==> src/rtl/asrm_bus_pkg.sv <==
// asrm system bus: shared encodings for the two-master arbiter.
// Holds the FSM state, bus-owner tags and the default bus width.
package asrm_bus_pkg;

    localparam int WORDSIZE_DEF = 8;

    typedef enum logic [1:0] {
        IDLE = 2'd0,
        OWN0 = 2'd1,
        OWN1 = 2'd2
    } arb_state_t;

    typedef enum logic [1:0] {
        OWNER_NONE = 2'd0,
        OWNER_M0   = 2'd1,
        OWNER_M1   = 2'd2
    } owner_t;

endpackage

==> src/rtl/asrm_bus_arbiter.sv <==
// asrm two-master bus arbiter: round-robin with bounded hold,
// registered grants, bus mux and one-cycle read-data return.
module asrm_bus_arbiter
    import asrm_bus_pkg::*;
#(
    parameter int WORDSIZE = WORDSIZE_DEF,
    parameter int MAX_HOLD = 4
) (
    input  logic                clk,
    input  logic                reset,
    input  logic                m0_req,
    input  logic [WORDSIZE-1:0] m0_addr,
    input  logic                m0_write_en,
    input  logic [WORDSIZE-1:0] m0_data_out,
    output logic                m0_grant,
    output logic [WORDSIZE-1:0] m0_data_in,
    input  logic                m1_req,
    input  logic [WORDSIZE-1:0] m1_addr,
    input  logic                m1_write_en,
    input  logic [WORDSIZE-1:0] m1_data_out,
    output logic                m1_grant,
    output logic [WORDSIZE-1:0] m1_data_in,
    output logic [WORDSIZE-1:0] bus_addr,
    output logic                bus_write_en,
    output logic [WORDSIZE-1:0] bus_data_out,
    input  logic [WORDSIZE-1:0] bus_data_in
);

    localparam int HW = $clog2(MAX_HOLD) + 1;
    localparam logic [HW-1:0] HOLD_LAST = HW'(MAX_HOLD - 1);
    localparam logic [HW-1:0] HOLD_SAT  = '1;

    arb_state_t    state, state_n;
    logic          last;
    logic [HW-1:0] hold;
    owner_t        owner_d, owner_n;
    logic          drive0, drive1, contend;

    assign drive0  = (state == OWN0) && m0_req;
    assign drive1  = (state == OWN1) && m1_req;
    assign contend = ((state == OWN0) && m1_req) ||
                     ((state == OWN1) && m0_req);

    always_comb begin
        state_n = state;
        unique case (state)
            IDLE: begin
                if (m0_req && m1_req)
                    state_n = last ? OWN0 : OWN1;
                else if (m0_req)
                    state_n = OWN0;
                else if (m1_req)
                    state_n = OWN1;
            end
            OWN0: begin
                if (!m0_req)
                    state_n = m1_req ? OWN1 : IDLE;
                else if (m1_req && hold == HOLD_LAST)
                    state_n = OWN1;
            end
            OWN1: begin
                if (!m1_req)
                    state_n = m0_req ? OWN0 : IDLE;
                else if (m0_req && hold == HOLD_LAST)
                    state_n = OWN0;
            end
            default: state_n = IDLE;
        endcase
    end

    always_ff @(posedge clk or negedge reset) begin
        if (!reset) begin
            state <= IDLE;
            last  <= 1'b1;
        end else begin
            state <= state_n;
            if (state_n == OWN0)
                last <= 1'b0;
            else if (state_n == OWN1)
                last <= 1'b1;
        end
    end

    // hold counts contended cycles of the current tenure only
    always_ff @(posedge clk or negedge reset) begin
        if (!reset)
            hold <= '0;
        else if (state_n != state)
            hold <= '0;
        else if (contend && hold != HOLD_SAT)
            hold <= hold + 1'b1;
    end

    always_comb begin
        owner_n = OWNER_NONE;
        if (drive0)
            owner_n = OWNER_M0;
        else if (drive1)
            owner_n = OWNER_M1;
    end

    always_ff @(posedge clk or negedge reset) begin
        if (!reset)
            owner_d <= OWNER_NONE;
        else
            owner_d <= owner_n;
    end

    always_comb begin
        bus_addr     = '0;
        bus_write_en = 1'b0;
        bus_data_out = '0;
        if (drive0) begin
            bus_addr     = m0_addr;
            bus_write_en = m0_write_en;
            bus_data_out = m0_data_out;
        end else if (drive1) begin
            bus_addr     = m1_addr;
            bus_write_en = m1_write_en;
            bus_data_out = m1_data_out;
        end
    end

    assign m0_grant   = (state == OWN0);
    assign m1_grant   = (state == OWN1);
    assign m0_data_in = (owner_d == OWNER_M0) ? bus_data_in : '0;
    assign m1_data_in = (owner_d == OWNER_M1) ? bus_data_in : '0;

endmodule

==> config.mk <==
export PLATFORM = sky130hd
export DESIGN_NAME = asrm_bus_arbiter
export DESIGN_NICKNAME = d
export VERILOG_FILES = /design/src/rtl/asrm_bus_pkg.sv /design/src/rtl/asrm_bus_arbiter.sv
export SDC_FILE = /design/constraint.sdc
export NUM_CORES = 1
export LEC_CHECK = 0
export CORE_MARGIN = 2
export CORE_UTILIZATION = 30
export CTS_CLUSTER_SIZE = 14
export DETAILED_ROUTE_END_ITERATION = 8
export PLACE_DENSITY = 0.81
export SYNTH_ARGS = -nofsm -noshare
export SYNTH_HDL_FRONTEND = slang
export SYNTH_SLANG_ARGS = --single-unit
==> constraint.sdc <==
create_clock -name clk -period 2 [get_ports clk]
set_clock_uncertainty 0.15 [all_clocks]
set_input_delay 0.3 -clock clk [delete_from_list [all_inputs] [get_ports clk]]
set_output_delay 0.3 -clock clk [all_outputs]
set_load 0.05 [all_outputs]
[Yosys cells after proc, flatten, opt, wreduce, memory -nomap -nowiden]
Index checks and enable logic that the tools add are counted.
Widths: inputs -> output; s select.
Word-level totals
  flip-flop bits (word level): 8
  input bits: 46
  word-level logic and storage cells: 51
Cells by class
  reductions and logical operators: 12
  equal/unequal tests: 9
  add/sub/neg operators: 1
  mux-type cells: 25
Operators with widths (count)
  $mux 8: 6
  $mux 2: 11
  $logic_and 1x1->1: 8
  $eq 2x1->1 const B: 3
  $eq 2x2->1 const B: 3
  $mux 3: 2
  $pmux 2 s3: 1
  $mux 1: 5
  $reduce_bool 2->1: 2
  $add 3x1->3 const B: 1
  $eq 3x2->1 const B: 1
  $ne 3x3->1 const B: 1
  $logic_not 2->1: 1
  $ne 2x2->1: 1
  $logic_or 1x1->1: 1

[Depth between registers and ports, before layout]
  depth after elaboration: 8
  mapped depth: 8

[Worst setup path after synthesis]
No wires, ideal clock.
  path type: reg-to-output
  start point: reg state[0]
  end point: out bus_addr[5]
  cell stages (with the launch flop): 6
  path buffers: 2
  arrival time: 1713 ps
  path slack: -163 ps
  data required time: 1550 ps
  cells stage by stage: dfrtp_1 > nor2b_4 > and2_4 > buf_12 > buf_12 > a22o_1
On the way
  elaborated cells between the ends (all ways): 6
RTL lines
  start, declared: line asrm_bus_arbiter.sv:33  | arb_state_t state, state_n;
  start signal, assigned: line asrm_bus_arbiter.sv:76  | state <= state_n;
  $eq 2x1->1
  via m0_grant: line asrm_bus_arbiter.sv:15  | output logic m0_grant,
  $logic_and 1x1->1: line asrm_bus_arbiter.sv:39  | assign drive0 = (state == OWN0) && m0_req;
  via drive0: line asrm_bus_arbiter.sv:37  | logic drive0, drive1, contend;
  $mux 8: line asrm_bus_arbiter.sv:113  | if (drive0) begin
  end, declared: line asrm_bus_arbiter.sv:23  | output logic [WORDSIZE-1:0] bus_addr,
The timed path passes the listed nets, and every way through them passes these cells.

[Worst setup path after layout]
  start point: reg state[0]
  end point: out bus_addr[5]
On the way
  cells in the longest elaborated chain, start to end: 4
  elaborated cells between the ends (all ways): 6
RTL lines
  $eq 2x2->1: line asrm_bus_arbiter.sv:40  | assign drive1 = (state == OWN1) && m1_req;
  $logic_and 1x1->1: line asrm_bus_arbiter.sv:40
  $mux 8: line asrm_bus_arbiter.sv:117  | end else if (drive1) begin
  $mux 8 (*): line asrm_bus_arbiter.sv:113
Every way passes the cells marked *; elsewhere a longest branch is shown, timed or not.

==> flow_metrics.tcl <==
set metrics [dict create \
    slowest_delay_ns 0.45 \
    vias 1056 \
    placed_area_um2 1970 \
    grt_overflow_total 0 \
    rows 19 \
    worstPathMaxFanout 9 \
    clk_pin_slew_ns 0.06 \
    grt_pass1_vias 1032 \
    gr-usage-all-layers 0.214 \
    dieHeight_um 56.5 \
    cts_buffer_depth 2 \
    root_buffer "clkbuf_4" \
    synthTopCellsByArea "dfrtp_1, a22o_2, and2_1" \
    rr_worst_depth 7 \
    core_area_um2 2690 \
    clk_latency_ns 0.26 \
    synth_largest_area_cell "dfrtp_1" \
    cp.required_ns 1.55 \
    antenna_found_initial 0 \
    synthDistinctLibCells 29 \
    fmax_mhz 509 \
    avgRoutedWirePerCell_um 17.1 \
    fin_crit_sh 0.982 \
    rsz0062_at_grt "yes" \
    drt_iter0_drc 12 \
    yosysWarnings 0 \
    power.share.sequential 0.187 \
    multi_input_area_um2 582 \
    io_pins 81 \
    period_minus_slack_ns 1.96 \
    initial_core_util 0.308 \
    avgSynthCellArea_um2 9.63 \
    cts_buffers 3 \
    cap_violations 0 \
    p_sw_uw 487 \
    design_area_um2 2090 \
    cts-hold-fix-buffers 0 \
    numPlacedInstances 194 \
    diodes 0 \
    cts.sink_count 8 \
    yosysTopAreaCellShare 0.211 \
    cp_cell_sequence "nor2b_4 -> and2_4 -> a22o_2 -> buf_12" \
    worst_slew_margin_rel 0.683 \
    powerDensity_nw_per_um2 573 \
    grt_pass1_wl_um 5200 \
    synth_area_um2 828 \
    n_fill_cell 158 \
    syn_to_final_growth_pct 152 \
    power_mw 1.20 \
    outcome "completed" \
    cts_tree "yes" \
    r2r-start "hold[0]" \
    port_buffers 80 \
    die_x_um 56.5 \
    hold_path.class "in2async" \
    dp_hpwl_um 2750 \
    hold_viol 0 \
    drc_errors 0 \
    clock_power_share 0.113 \
    drtPass1Iterations 4 \
    grt_max_degree 11 \
    htree_levels 1 \
    setup_tns_ns 0 \
    drt_wl_total_um 3560 \
    crit_type "reg2out" \
    nets 228 \
    place_congestion 0.856 \
    antenna_left 0 \
    final-max-slew-violation-count 0 \
    synth_seq_area_share 0.243 \
    finalSetupViolCount 0 \
    fin_cells 208 \
    r2r-end "last" \
    dieArea_um2 3200 \
    reg2reg_slack_ns 0.12 \
    crit_slowest_cell "dfrtp_2" \
    p_comb_frac 0.700 \
    critPathCaptureType "primary output" \
    final_layout_size_suffix_gt1_frac 0.441 \
    tightestPinTransition_ns 0.474 \
    whs_ns 0.162 \
    ys_ff_latch 8 \
    swShare 0.407 \
    p_leak_nw 0.896 \
    layout_commonest_cell "clkdlybuf4s50_1" \
    seqCellArea_um2 204 \
    ir_drop_uv 590 \
    worstPathArrival_ns 1.51 \
    vias_per_cell 5.08 \
    final_cell_mix "clkdlybuf4s50_1, buf_12, a22o_2" \
    synthCells 86 \
    synth_nets 136 \
    cp-start-kind "register" \
    p_int_uw 710 \
]
repair_timing:
item | CTS | global route
gates cloned | 2 | 0
endpoints found under the hold margin | 0 | 0
setup buffers | 0 | 8
resized for setup | 4 | 4
endpoints found under the setup margin | 17 | 18
pin swaps | 0 | 1
kinds of logic after synthesis:
logic type | Yosys count | synth area share
simple gates | 36 | 0.272
compound gates | 27 | 0.290
buf+inv | 8 | 0.0937
flops | 8 | 0.243
fa+ha+maj | 4 | 0.0604
mux | 2 | 0.0302
xor+xnor | 1 | 0.0106
layout make-up:
cell class / instances / share of cell area
Sequential cell: 8 / 0.0977
Tap cell: 31 / 0.0186
Timing Repair Buffer: 90 / 0.587
Inverter: 3 / 0.00539
Multi-Input combinational cell: 72 / 0.279
Clock buffer: 4 / 0.0126
how the worst max path moves through the flow:
stage | start | end | cells after the start
after CTS | state[0] | bus_addr[5] | 4
after global placement | m1_req | bus_addr[7] | 4
final | state[0] | bus_addr[5] | 4
after floorplan | state[0] | bus_addr[0] | 5
after global routing | hold[0] | last | 8
after detailed placement | m1_req | bus_addr[1] | 4
state kept, by name, summed over array words and instances (netlist names):
name and count:
owner_d 2, state 2, last 1, hold 3
stage by stage:
step,util,worst slack [ns]
3_5_place_dp,0.733,0.0194
5_1_grt,0.777,-0.0161
2_1_floorplan,-,-0.0284
3_3_place_gp,0.733,0.0823
4_1_cts,0.750,0.0101
6_report,0.777,0.0369
Yosys cell counts:
library cell  instances
and2_4                2
a21oi_1               2
a31oi_1               1
buf_6                 1
a22o_2               15
and3_1                1
o21ai_0               3
nor2_2                1
dfrtp_1               7
nor2_1                3
and2_1               16
a32oi_2               1
ha_1                  4
xor2_1                1
buf_12                2
a22o_1                3
mux2i_1               1
mux2_4                1
nor3_1                1
nor2b_1               4
a2bb2oi_1             1
nor2b_4               2
o31ai_1               1
nand2b_1              1
inv_1                 3
nand2_1               4
nand3_1               1
buf_4                 2
dfstp_2               1
power groups by stage:
stage	Sequential [mW]	Combinational [mW]	Clock (mW)
2_1_floorplan	0.213	0.415	0
3_3_place_gp	0.224	0.768	0
3_5_place_dp	0.226	0.781	0
4_1_cts	0.225	0.794	0.139
5_1_grt	0.228	0.872	0.148
6_report	0.224	0.838	0.136
critical path: cells and delay by family (launching register included):
| kind | cells | cell delay, ns |
|---|---|---|
| AO/OA/AOI/OAI | 1 | 0.28 |
| buffers and inverters | 1 | 0.15 |
| flip-flops | 1 | 0.45 |
| AND/OR/NAND/NOR | 2 | 0.36 |
layer usage:
layer / GRT usage / part of all wire / wire, um
met5: 0 / 0 / 0
met4: 0.102 / 0.023 / 81
met3: 0.0530 / 0.075 / 266
met1: 0.257 / 0.41 / 1470
met2: 0.354 / 0.49 / 1750
(Power assumes the default switching activity.)
